File: config.mk
export PLATFORM = sky130hd
export DESIGN_NAME = writeback_unit
export DESIGN_NICKNAME = d
export VERILOG_FILES = /design/src/rtl/writeback_unit.sv
export SDC_FILE = /design/constraint.sdc
export NUM_CORES = 1
export LEC_CHECK = 0
export ABC_AREA = 1
export ABC_CLOCK_PERIOD_IN_PS = 2300
export CAP_MARGIN = 30
export CORE_ASPECT_RATIO = 0.75
export CORE_UTILIZATION = 45
export CTS_CLUSTER_SIZE = 14
export DETAILED_ROUTE_END_ITERATION = 8
export GPL_TIMING_DRIVEN = 1
export PLACE_DENSITY = 0.85
export RECOVER_POWER = 50
export SYNTH_ARGS = -nofsm -noshare
export SYNTH_HDL_FRONTEND = slang
export SYNTH_SLANG_ARGS = --single-unit
File: constraint.sdc
create_clock -name clk -period 2.3 [get_ports clk]
set_input_delay 0.23 -clock clk [delete_from_list [all_inputs] [get_ports clk]]
set_output_delay 0.23 -clock clk [all_outputs]
set_load 0.05 [all_outputs]
File: src/rtl/writeback_unit.sv
// Writeback stage: selects ALU or load data, drives the register-file write port and
// stalls upstream while a load response is outstanding. WRITEBACK_FORWARD_EN adds bypass outputs.
module writeback_unit #(
    parameter int WORD_WIDTH           = 32,
    parameter int REGISTER_INDEX_WIDTH = 5,
    parameter int LOAD_TIMEOUT         = 16
) (
    input  logic                            clk,
    input  logic                            rst,
    input  logic                            in_valid,
    input  logic                            cu_mem_to_reg_in,
    input  logic                            cu_reg_write_in,
    input  logic [REGISTER_INDEX_WIDTH-1:0] destination_register_in,
    input  logic [WORD_WIDTH-1:0]           alu_result_in,
    input  logic                            mem_data_valid_in,
    input  logic [WORD_WIDTH-1:0]           mem_data_in,
    output logic                            stall_out,
    output logic                            rf_write_enable_out,
    output logic [REGISTER_INDEX_WIDTH-1:0] rf_write_register_out,
    output logic [WORD_WIDTH-1:0]           rf_write_data_out,
    output logic                            retired_out,
    output logic                            timeout_error_out
`ifdef WRITEBACK_FORWARD_EN
    ,
    output logic                            fwd_valid_out,
    output logic [REGISTER_INDEX_WIDTH-1:0] fwd_register_out,
    output logic [WORD_WIDTH-1:0]           fwd_data_out
`endif
);

    typedef enum logic {
        IDLE,
        WAIT_MEM
    } state_t;

    localparam logic [7:0] TIMEOUT_COUNT = 8'(LOAD_TIMEOUT);

    state_t                          state_q, state_d;
    logic [7:0]                      waitCount_q, waitCount_d;
    logic [REGISTER_INDEX_WIDTH-1:0] pendingDest_q, pendingDest_d;
    logic                            pendingRegWrite_q, pendingRegWrite_d;
    logic                            writeEnable_q, writeEnable_d;
    logic [REGISTER_INDEX_WIDTH-1:0] writeRegister_q, writeRegister_d;
    logic [WORD_WIDTH-1:0]           writeData_q, writeData_d;
    logic                            retired_q, retired_d;
    logic                            timeoutError_q, timeoutError_d;

    always_comb begin
        state_d           = state_q;
        waitCount_d       = waitCount_q;
        pendingDest_d     = pendingDest_q;
        pendingRegWrite_d = pendingRegWrite_q;
        writeEnable_d     = 1'b0;
        writeRegister_d   = writeRegister_q;
        writeData_d       = writeData_q;
        retired_d         = 1'b0;
        timeoutError_d    = timeoutError_q;

        unique case (state_q)
            IDLE: begin
                if (in_valid) begin
                    if (!cu_mem_to_reg_in || mem_data_valid_in) begin
                        writeEnable_d   = cu_reg_write_in && (destination_register_in != '0);
                        writeRegister_d = destination_register_in;
                        writeData_d     = cu_mem_to_reg_in ? mem_data_in : alu_result_in;
                        retired_d       = 1'b1;
                    end else begin
                        pendingDest_d     = destination_register_in;
                        pendingRegWrite_d = cu_reg_write_in;
                        waitCount_d       = 8'd1;
                        state_d           = WAIT_MEM;
                    end
                end
            end
            WAIT_MEM: begin
                // Arriving data beats the timeout even on the final counted cycle.
                if (mem_data_valid_in) begin
                    writeEnable_d   = pendingRegWrite_q && (pendingDest_q != '0);
                    writeRegister_d = pendingDest_q;
                    writeData_d     = mem_data_in;
                    retired_d       = 1'b1;
                    waitCount_d     = 8'd0;
                    state_d         = IDLE;
                end else if (waitCount_q == TIMEOUT_COUNT) begin
                    timeoutError_d = 1'b1;
                    waitCount_d    = 8'd0;
                    state_d        = IDLE;
                end else begin
                    waitCount_d = waitCount_q + 8'd1;
                end
            end
            default: state_d = IDLE;
        endcase
    end

    always_ff @(posedge clk) begin
        if (rst) begin
            state_q           <= IDLE;
            waitCount_q       <= 8'd0;
            pendingDest_q     <= '0;
            pendingRegWrite_q <= 1'b0;
            writeEnable_q     <= 1'b0;
            writeRegister_q   <= '0;
            writeData_q       <= '0;
            retired_q         <= 1'b0;
            timeoutError_q    <= 1'b0;
        end else begin
            state_q           <= state_d;
            waitCount_q       <= waitCount_d;
            pendingDest_q     <= pendingDest_d;
            pendingRegWrite_q <= pendingRegWrite_d;
            writeEnable_q     <= writeEnable_d;
            writeRegister_q   <= writeRegister_d;
            writeData_q       <= writeData_d;
            retired_q         <= retired_d;
            timeoutError_q    <= timeoutError_d;
        end
    end

    assign stall_out             = (state_q == WAIT_MEM);
    assign rf_write_enable_out   = writeEnable_q;
    assign rf_write_register_out = writeRegister_q;
    assign rf_write_data_out     = writeData_q;
    assign retired_out           = retired_q;
    assign timeout_error_out     = timeoutError_q;

`ifdef WRITEBACK_FORWARD_EN
    // Bypass sees the completion one cycle early; qualified by the write strobe only.
    assign fwd_valid_out    = writeEnable_d;
    assign fwd_register_out = writeRegister_d;
    assign fwd_data_out     = writeData_d;
`endif

endmodule

==> flow_metrics.py, run 1 <==
metrics = {
    "status": {
        "status": "complete, no violations",
    },
    "pwr": {
        "peakVddDrop_mv": 0.319,
        "leakagePower_uw": 0.00173,
        "p_per_area_mw_per_mm2": 576,
    },
    "place": {
        "post_dp_cell_area_mm2": 0.00384,
        "dp.cells": 574,
        "io_buffers": 115,
        "gp_congestion": 0.806,
        "pre_cts_slack_ns": 0.451,
        "hpwl_mm": 5.52,
    },
    "logic_synthesis": {
        "ys_types": 19,
        "synth_warnings": 0,
        "ys_ff_latch": 55,
        "yosysSeqAreaShare": 0.421,
        "synthCells": 401,
        "synth_xor_area_frac": 0,
        "synth_top_family_by_area": "simple AND/OR/NAND/NOR gates",
        "syn_avg_cell_area_um2": 6.53,
        "synth_fp_nets": 478,
        "synth_fa_ha_area_frac": 0.00956,
        "netlist_area_mm2": 0.00262,
        "synth-simple-area-share": 0.308,
        "synth-compound-area-share": 0.190,
        "synthMuxAreaShare": 0,
    },
    "global_routing": {
        "grt_pass1_wl_mm": 12.2,
        "grt_pass1_vias": 2655,
        "grt_usage": 0.252,
        "grt_max_degree": 42,
        "overflow": 0,
        "grt_antenna_before_repair": 0,
    },
    "sta": {
        "fin_skew_ns": 0.00694,
        "finalHoldViolCount": 0,
        "setup_viol": 0,
        "fmax_mhz": 525,
        "grt_setup_unrepaired": "no",
        "finalCritPeriodShare": 0.829,
        "tns_ns": 0,
        "maxSlewHeadroom": 0.591,
        "tightestPinTransition_ns": 0.612,
        "drv_slew": 0,
        "period_minus_slack_ns": 1.91,
        "setup_ws_ns": 0.394,
    },
    "drt": {
        "wl_mm": 7.88,
        "post_drt_wl_per_cell_um": 13.6,
        "drc": 0,
        "via_per_inst": 5.07,
        "dr_total_vias": 2939,
        "final_antenna_net_count": 0,
        "drtIter0Drc": 129,
        "dr.pass1.iters": 5,
    },
    "setup_path": {
        "cp_cell_sequence": "buf_4 -> inv_1 -> nor2_1 -> nand4_1 -> a21oi_1",
        "path_buf_inv": 2,
        "slowest_delay_ns": 0.52,
        "path_max_fanout": 29,
        "crit_type": "reg -> reg",
        "cp_slowest_cell": "nor2_1",
        "crit_path_start_kind": "register",
        "cp_top_family": "simple AND/OR/NAND/NOR gates",
        "endpoint_kind": "register",
        "crit_arrival_ns": 2.15,
        "required_ns": 2.54,
    },
    "final_layout": {
        "layout_common_cells": "nand2_1, nor2_1, o21ai_0, clkdlybuf4s50_1, dfxtp_1",
        "antenna_cells": 0,
        "fin_area_mm2": 0.00391,
        "stdcell_count": 580,
        "syn_to_final_growth_pct": 49.5,
        "drive_above_1_share": 0.0337,
        "final_util": 0.716,
        "fin_nets": 583,
    },
    "floorplanning": {
        "start_util": 0.479,
        "core-area_mm2": 0.00547,
        "dieArea_mm2": 0.00613,
        "io-pin-count": 116,
        "die_x_um": 90.1,
        "dieHeight_um": 68.1,
        "rows": 23,
    },
    "job": {
        "cap_viol_max_count": 0,
    },
    "cts": {
        "post_cts.repair.setup_buffers": 0,
        "h-tree-depth": 2,
        "clk_pin_slew_ns": 0.09,
        "cts_made_buffers": 5,
        "holdBufCountCts": 0,
        "cts_tree": "built",
        "cts_buffer_depth": 2,
        "cts_root_buf": "clkbuf_8",
        "cts.sinks": 55,
        "cts_resized": 0,
        "worstSkewPairLatency_ns": 0.31,
    },
    "worst_hold_path": {
        "hold_class": "reg -> reg",
    },
}
==> cells in the mapped netlist, drive strengths merged <==
master  count  area (um^2)
buf        12         70.1
or2         1         6.26
nand3b      2         15.0
inv        18         67.6
o21ai      80          400
nor3        2         10.0
clkbuf     13         48.8
a21oi      12         60.1
nor2       91          342
nand3      14         70.1
nor3b       1         7.51
nand4       3         18.8
ha          2         25.0
o21bai      1         7.51
dfxtp      55         1100
nand2      90          338
a211oi      4         30.0
==> cell type report <==
cell class,count,area [um^2]
clock buffer,5,68.8
clock inverter,1,7.51
fill,465,1560
inverter,18,67.6
multi-input combinational,303,1330
sequential,55,1100
tap,75,93.8
timing repair buffer,123,1240
==> cell families after synthesis <==
group / after synthesis
adder cells (fa/ha/maj): 2
flip-flops: 55
buffers and inverters: 43
AO/OA/AOI/OAI: 97
AND/OR/NAND/NOR: 204
==> worst paths after layout <==
kind	from	end	slack, ns	cells after the start
hold reg to reg	timeout_error_out$_SDFFE_PP0P_	timeout_error_out$_SDFFE_PP0P_	0.45	2
setup reg to reg	stall_out$_SDFF_PP0_	timeout_error_out$_SDFFE_PP0P_	0.39	5
hold / removal	timeout_error_out$_SDFFE_PP0P_	timeout_error_out$_SDFFE_PP0P_	0.45	2
setup / recovery	stall_out$_SDFF_PP0_	timeout_error_out$_SDFFE_PP0P_	0.39	5
==> state kept, by name, summed over array words and instances (netlist names) <==
register	count
rf_write_data_out	32
rf_write_enable_out	1
rf_write_register_out	5
pendingDest_q	5
stall_out	1
timeout_error_out	1
waitCount_q	8
retired_out	1
pendingRegWrite_q	1
==> routing by layer <==
layer  part of all wire  GRT usage  routed length [um]
met1               0.44      0.303                3500
met5                  0          0                   0
met2               0.47      0.453                3700
met4             0.0062     0.0706                  49
met3              0.080     0.0667                 632
==> power breakdown <==
group          internal [uW]  leakage (uW)  switching [uW]  total [uW]
combinational            270       0.00124             431         700
sequential              1020      0.000453            32.5        1050
clock                    203     0.0000361             297         500
total                   1490       0.00173             760        2250
==> tightest hold or removal path: stages, from the launching register on <==
cell	delay, ns
dfxtp_1	0.31
inv_1	0.04
a21oi_1	0.05
==> stage by stage <==
step	hold slack (ns)	power, uW
4_1_cts	0.460	2290
6_report	0.450	2250
2_1_floorplan	0.308	1480
5_1_grt	0.482	2360
3_5_place_dp	0.448	1800
3_3_place_gp	0.441	1780
Power figures use the tool's default switching activity.
==> run 2: changes to the inputs <==
- ABC_CLOCK_PERIOD_IN_PS: 2300 -> 1600
- CORE_UTILIZATION: 45 -> 38
- PLACE_DENSITY: 0.85 -> 0.77
- clock period: 2.3 -> 1.6 ns (I/O delays scaled with it)
==> flow_metrics.py, run 2 (synthesis gave the netlist of run 1 again) <==
metrics = {
    "status": {
        "status": "finished, violations left",
        "violations": "design-rule violations",
    },
    "final_layout": {
        "drive_above_1_share": 0.0583,
        "antenna_cells": 0,
        "fin_area_mm2": 0.00381,
        "multi_input_area_mm2": 0.00134,
        "layout_commonest_cell": "nor2_1",
        "ff_latch_area_mm2": 0.00110,
        "largest_register_ffs": 32,
        "nFillCells": 631,
        "syn_to_final_growth_pct": 45.6,
        "fin_nets": 591,
        "layout_common_cells": "nor2_1, nand2_1, o21ai_0, clkdlybuf4s50_1, dfxtp_1",
    },
    "sta": {
        "maxSlewHeadroom": 0.573,
        "grt_setup_unrepaired": "no",
        "fmax_mhz": 691,
        "period_minus_slack_ns": 1.45,
        "finalCritPeriodShare": 0.904,
        "finalHoldViolCount": 0,
        "tightestPinTransition_ns": 0.644,
        "fin_skew_ns": 0.00580,
        "setup_viol": 0,
        "drv_slew": 0,
    },
    "cts": {
        "h-tree-depth": 2,
        "cts_tree": "built",
        "cts_made_buffers": 5,
        "clk_pin_slew_ns": 0.10,
        "cts_root_buf": "clkbuf_8",
        "worstSkewPairLatency_ns": 0.30,
        "cts.sinks": 55,
        "cts_buffer_depth": 2,
    },
    "global_routing": {
        "grt_antenna_before_repair": 0,
        "grt_usage": 0.225,
        "overflow": 0,
        "grt_pass1_vias": 2875,
        "grt_max_degree": 41,
        "grt_pass1_wl_mm": 13.1,
    },
    "setup_path": {
        "crit_type": "reg -> reg",
        "endpoint_kind": "register",
        "crit_arrival_ns": 1.69,
        "crit_path_start_kind": "register",
        "cp_cell_sequence": "nor2_2 -> buf_16 -> nand2_1 -> nand2_1 -> nor2_1 -> nor2_1",
        "path_max_fanout": 21,
        "slowest_delay_ns": 0.49,
        "path_buf_inv": 1,
        "cp_top_family": "simple AND/OR/NAND/NOR gates",
        "required_ns": 1.84,
        "cp_slowest_cell": "nor2_2",
    },
    "floorplanning": {
        "start_util": 0.404,
        "dieHeight_um": 73.9,
        "rows": 25,
        "io-pin-count": 116,
        "die_x_um": 97.8,
        "dieArea_mm2": 0.00723,
        "core-area_mm2": 0.00647,
    },
    "drt": {
        "drc": 20,
        "wl_mm": 8.26,
        "post_drt_wl_per_cell_um": 13.9,
        "dr_total_vias": 3054,
        "final_antenna_net_count": 0,
        "drtIter0Drc": 154,
        "via_per_inst": 5.12,
        "dr.pass1.iters": 7,
    },
    "place": {
        "io_buffers": 115,
        "post_dp_cell_area_mm2": 0.00381,
        "gp_congestion": 0.803,
        "hpwl_mm": 5.65,
    },
    "pwr": {
        "p_clk_frac": 0.237,
        "power_frac_seq": 0.465,
        "leakagePower_uw": 0.00161,
        "switching_share": 0.351,
        "p_switching_uw": 1150,
        "p_total_uw": 3270,
        "p_comb_frac": 0.298,
        "peakVddDrop_mv": 0.525,
        "p_int_uw": 2120,
        "p_per_area_mw_per_mm2": 857,
    },
    "job": {
        "cap_viol_max_count": 0,
    },
    "worst_hold_path": {
        "hold_class": "in -> reg",
    },
}
run 2: through the flow:
step           setup slack [ns]  setup TNS [ns]  hold slack, ns   util  cells
3_3_place_gp             -0.420          -12.84           0.442  0.585    586
3_5_place_dp             -0.125           -3.52           0.448  0.589    587
2_1_floorplan             0.177               0           0.238      -    401
6_report                  0.153               0           0.432  0.589    596
5_1_grt                  0.0287               0           0.439  0.589    596
4_1_cts                 0.00898               0           0.429  0.604    595
run 2: path summary, 6_finish.rpt:
path | startpoint | endpoint | slack (ns) | cells past startpoint
setup / recovery | stall_out$_SDFF_PP0_ | rf_write_data_out[17]$_SDFFE_PP0P_ | 0.15 | 6
hold / removal | destination_register_in[3] | pendingDest_q[3]$_SDFFE_PP0P_ | 0.43 | 3
setup reg to reg | stall_out$_SDFF_PP0_ | rf_write_data_out[17]$_SDFFE_PP0P_ | 0.15 | 6
hold reg to reg | timeout_error_out$_SDFFE_PP0P_ | timeout_error_out$_SDFFE_PP0P_ | 0.45 | 2
run 2: power by group through the flow:
stage | Combinational, uW | Clock (uW) | Sequential, uW
finish | 972 | 776 | 1520
global route | 1050 | 856 | 1530
CTS | 1030 | 795 | 1520
detailed placement | 1030 | 0 | 1550
global placement | 1010 | 0 | 1550
floorplan | 285 | 0 | 1850
run 2: metal layers:
metal / global-route usage / up-vias / part of all wire
li1: - / 1521 / -
met1: 0.273 / 1414 / 0.45
met2: 0.404 / 115 / 0.46
met3: 0.0657 / 4 / 0.083
met4: 0.0337 / 0 / 0.0024
met5: 0 / - / 0
run 2: repair_timing:
item | 4_1_cts | 5_1_grt
resized for setup | 3 | 9
hold buffers | 0 | 0
endpoints found under the setup margin | 37 | 43
gates cloned | 0 | 1
buffers inserted | 0 | 0
run 2: area by class of cell:
type / instances / area share
Sequential cell: 55 / 0.290
Tap cell: 81 / 0.0266
Timing Repair Buffer: 131 / 0.291
Clock inverter: 3 / 0.00492
Inverter: 18 / 0.0177
Clock buffer: 5 / 0.0181
Multi-Input combinational cell: 303 / 0.352
run 2: worst reg2reg max path, cell delays in order (launching register included):
cell,delay [ns]
dfxtp_4,0.38
nor2_2,0.50
buf_16,0.24
nand2_1,0.07
nand2_1,0.06
nor2_1,0.04
nor2_1,0.11
==> run 3: changes to the inputs <==
- ABC_AREA: 1 -> unset
==> flow_metrics.py, run 3 <==
metrics = {
    "cts": {
        "cts_root_buf": "clkbuf_8",
        "post_cts.repair.setup_buffers": 0,
        "worstSkewPairLatency_ns": 0.30,
        "cts.sinks": 55,
        "clk_pin_slew_ns": 0.10,
        "cts_made_buffers": 5,
        "cts_tree": "built",
        "h-tree-depth": 2,
        "cts_buffer_depth": 2,
    },
    "global_routing": {
        "grt_pass1_wl_mm": 11.5,
        "overflow": 0,
        "grt_max_degree": 33,
        "grt_usage": 0.201,
        "grt_antenna_before_repair": 0,
        "grt_pass1_vias": 2392,
    },
    "logic_synthesis": {
        "synth-async-reset-ratio": 0,
        "synthFlopType": "dfxtp_1",
        "yosysSeqAreaShare": 0.428,
        "ys_ff_latch": 55,
        "synth_warnings": 0,
        "synth_edf_count": 0,
        "yosysTopAreaCellShare": 0.428,
        "synth_most_common_cell": "dfxtp_1",
        "ys_types": 37,
        "netlist_area_mm2": 0.00257,
        "yosysTopAreaCell": "dfxtp_1",
        "synthCells": 294,
        "synth.area.top_cells": "dfxtp_1, a311oi_1, nor2_1, o21ai_0, nand2_1",
        "syn_avg_cell_area_um2": 8.75,
        "synthTopCellsByCount": "dfxtp_1, nor2_1, nand2_1",
        "synth_fp_nets": 371,
    },
    "floorplanning": {
        "start_util": 0.401,
        "die_x_um": 97.0,
        "dieArea_mm2": 0.00710,
        "core-area_mm2": 0.00641,
        "dieHeight_um": 73.2,
        "rows": 25,
        "io-pin-count": 116,
    },
    "final_layout": {
        "multi_input_area_mm2": 0.00132,
        "drive_above_1_share": 0.107,
        "largest_register_ffs": 32,
        "layout_commonest_cell": "clkdlybuf4s50_1",
        "final_util": 0.583,
        "fin_nets": 486,
        "antenna_cells": 0,
        "syn_to_final_growth_pct": 45.5,
        "layout_common_cells": "clkdlybuf4s50_1, dfxtp_1, nor2_1, clkbuf_1, nand2_1",
        "fin_area_mm2": 0.00374,
        "nFillCells": 614,
        "ff_latch_area_mm2": 0.00110,
    },
    "pwr": {
        "power_frac_seq": 0.445,
        "p_clk_frac": 0.279,
        "p_switching_uw": 1090,
        "p_comb_frac": 0.276,
        "leakagePower_uw": 0.00137,
        "peakVddDrop_mv": 0.482,
        "p_int_uw": 2320,
        "p_per_area_mw_per_mm2": 911,
        "switching_share": 0.319,
    },
    "drt": {
        "drtIter0Drc": 110,
        "wl_mm": 7.19,
        "drc": 0,
        "final_antenna_net_count": 0,
        "dr_total_vias": 2611,
        "post_drt_wl_per_cell_um": 14.6,
        "dr.pass1.iters": 6,
        "via_per_inst": 5.32,
    },
    "job": {
        "cap_viol_max_count": 0,
    },
    "sta": {
        "hold_ws_ns": 0.151,
        "fmax_mhz": 674,
        "setup_ws_ns": 0.117,
        "finalHoldViolCount": 0,
        "tns_ns": 0,
        "finalCritPeriodShare": 0.927,
        "maxSlewHeadroom": 0.573,
        "drv_slew": 0,
        "setup_viol": 0,
        "grt_setup_unrepaired": "no",
        "fin_skew_ns": 0.00608,
        "tightestPinTransition_ns": 0.644,
        "period_minus_slack_ns": 1.48,
    },
    "place": {
        "pre_cts_slack_ns": -0.123,
        "io_buffers": 115,
        "gp_congestion": 0.823,
        "post_dp_cell_area_mm2": 0.00379,
        "hpwl_mm": 5.30,
    },
    "setup_path": {
        "required_ns": 1.83,
        "crit_arrival_ns": 1.71,
        "endpoint_kind": "register",
        "path_max_fanout": 8,
        "crit_path_start_kind": "register",
        "crit_type": "reg -> reg",
    },
    "worst_hold_path": {
        "hold_class": "in -> reg",
    },
    "status": {
        "status": "complete, no violations",
    },
}
## run 3: cell types whose count changed after synthesis, sizes merged, moves of 3 or more
cell	delta
o21ai	-47
a31oi	+6
a311oi	+33
nand2b	+4
inv	-15
nand2	-54
mux2i	+11
and3	+3
nor2	-40
a21oi	-6
nand3	-12
nand4	-3
## run 3: cell families after synthesis
group | share of synthesized area
xor+xnor | 0.00681
buf+inv | 0.0569
fa+ha+maj | 0.00973
mux | 0.0428
flops | 0.428
simple gates | 0.180
compound gates | 0.275
## run 3: metrics by stage
| stage | instances | total power (uW) |
|---|---|---|
| detailed placement | 483 | 2570 |
| floorplan | 294 | 2150 |
| global route | 491 | 3570 |
| CTS | 491 | 3520 |
| finish | 491 | 3410 |
| global placement | 483 | 2560 |
## run 3: critical path, stage by stage (launching register included)
cell      delay [ns]
dfxtp_1         0.34
inv_1           0.06
ha_1            0.19
nor4b_4         0.14
a211oi_4        0.36
a31oi_1         0.14
a31oi_1         0.18
## run 3: final timing paths
check                                  from                        endpoint  slack (ns)  depth (start not counted)
min                                     rst          retired_out$_SDFF_PP0_        0.15                          2
max reg2reg     waitCount_q[0]$_SDFFE_PP0P_     waitCount_q[7]$_SDFFE_PP0P_        0.12                          6
min reg2reg  timeout_error_out$_SDFFE_PP0P_  timeout_error_out$_SDFFE_PP0P_        0.49                          2
max             waitCount_q[0]$_SDFFE_PP0P_     waitCount_q[7]$_SDFFE_PP0P_        0.12                          6
## run 3: power groups by stage
stage | clock, uW | sequential, uW | combinational [uW]
2_1_floorplan | 0 | 1840 | 309
4_1_cts | 974 | 1520 | 1030
3_3_place_gp | 0 | 1550 | 1010
6_report | 951 | 1520 | 940
5_1_grt | 1040 | 1530 | 1000
3_5_place_dp | 0 | 1550 | 1020
## run 3: per-layer routing
metal / part of all wire / track usage / vias up
li1: - / - / 1295
met2: 0.46 / 0.335 / 93
met1: 0.45 / 0.259 / 1216
met3: 0.080 / 0.0661 / 7
met4: 0.0082 / 0.0381 / 0
met5: 0 / 0 / -
## run 3: cell type report
type / instances / share of cell area
Clock buffer: 6 / 0.0221
Clock inverter: 2 / 0.00937
Inverter: 3 / 0.00301
Multi-Input combinational cell: 210 / 0.354
Sequential cell: 55 / 0.294
Tap cell: 81 / 0.0271
Timing Repair Buffer: 134 / 0.290
## run 3: repair_timing
action | 4_1_cts | 5_1_grt
setup endpoints to repair | 0 | 4
gates resized for setup | 0 | 1
hold buffers | 0 | 0
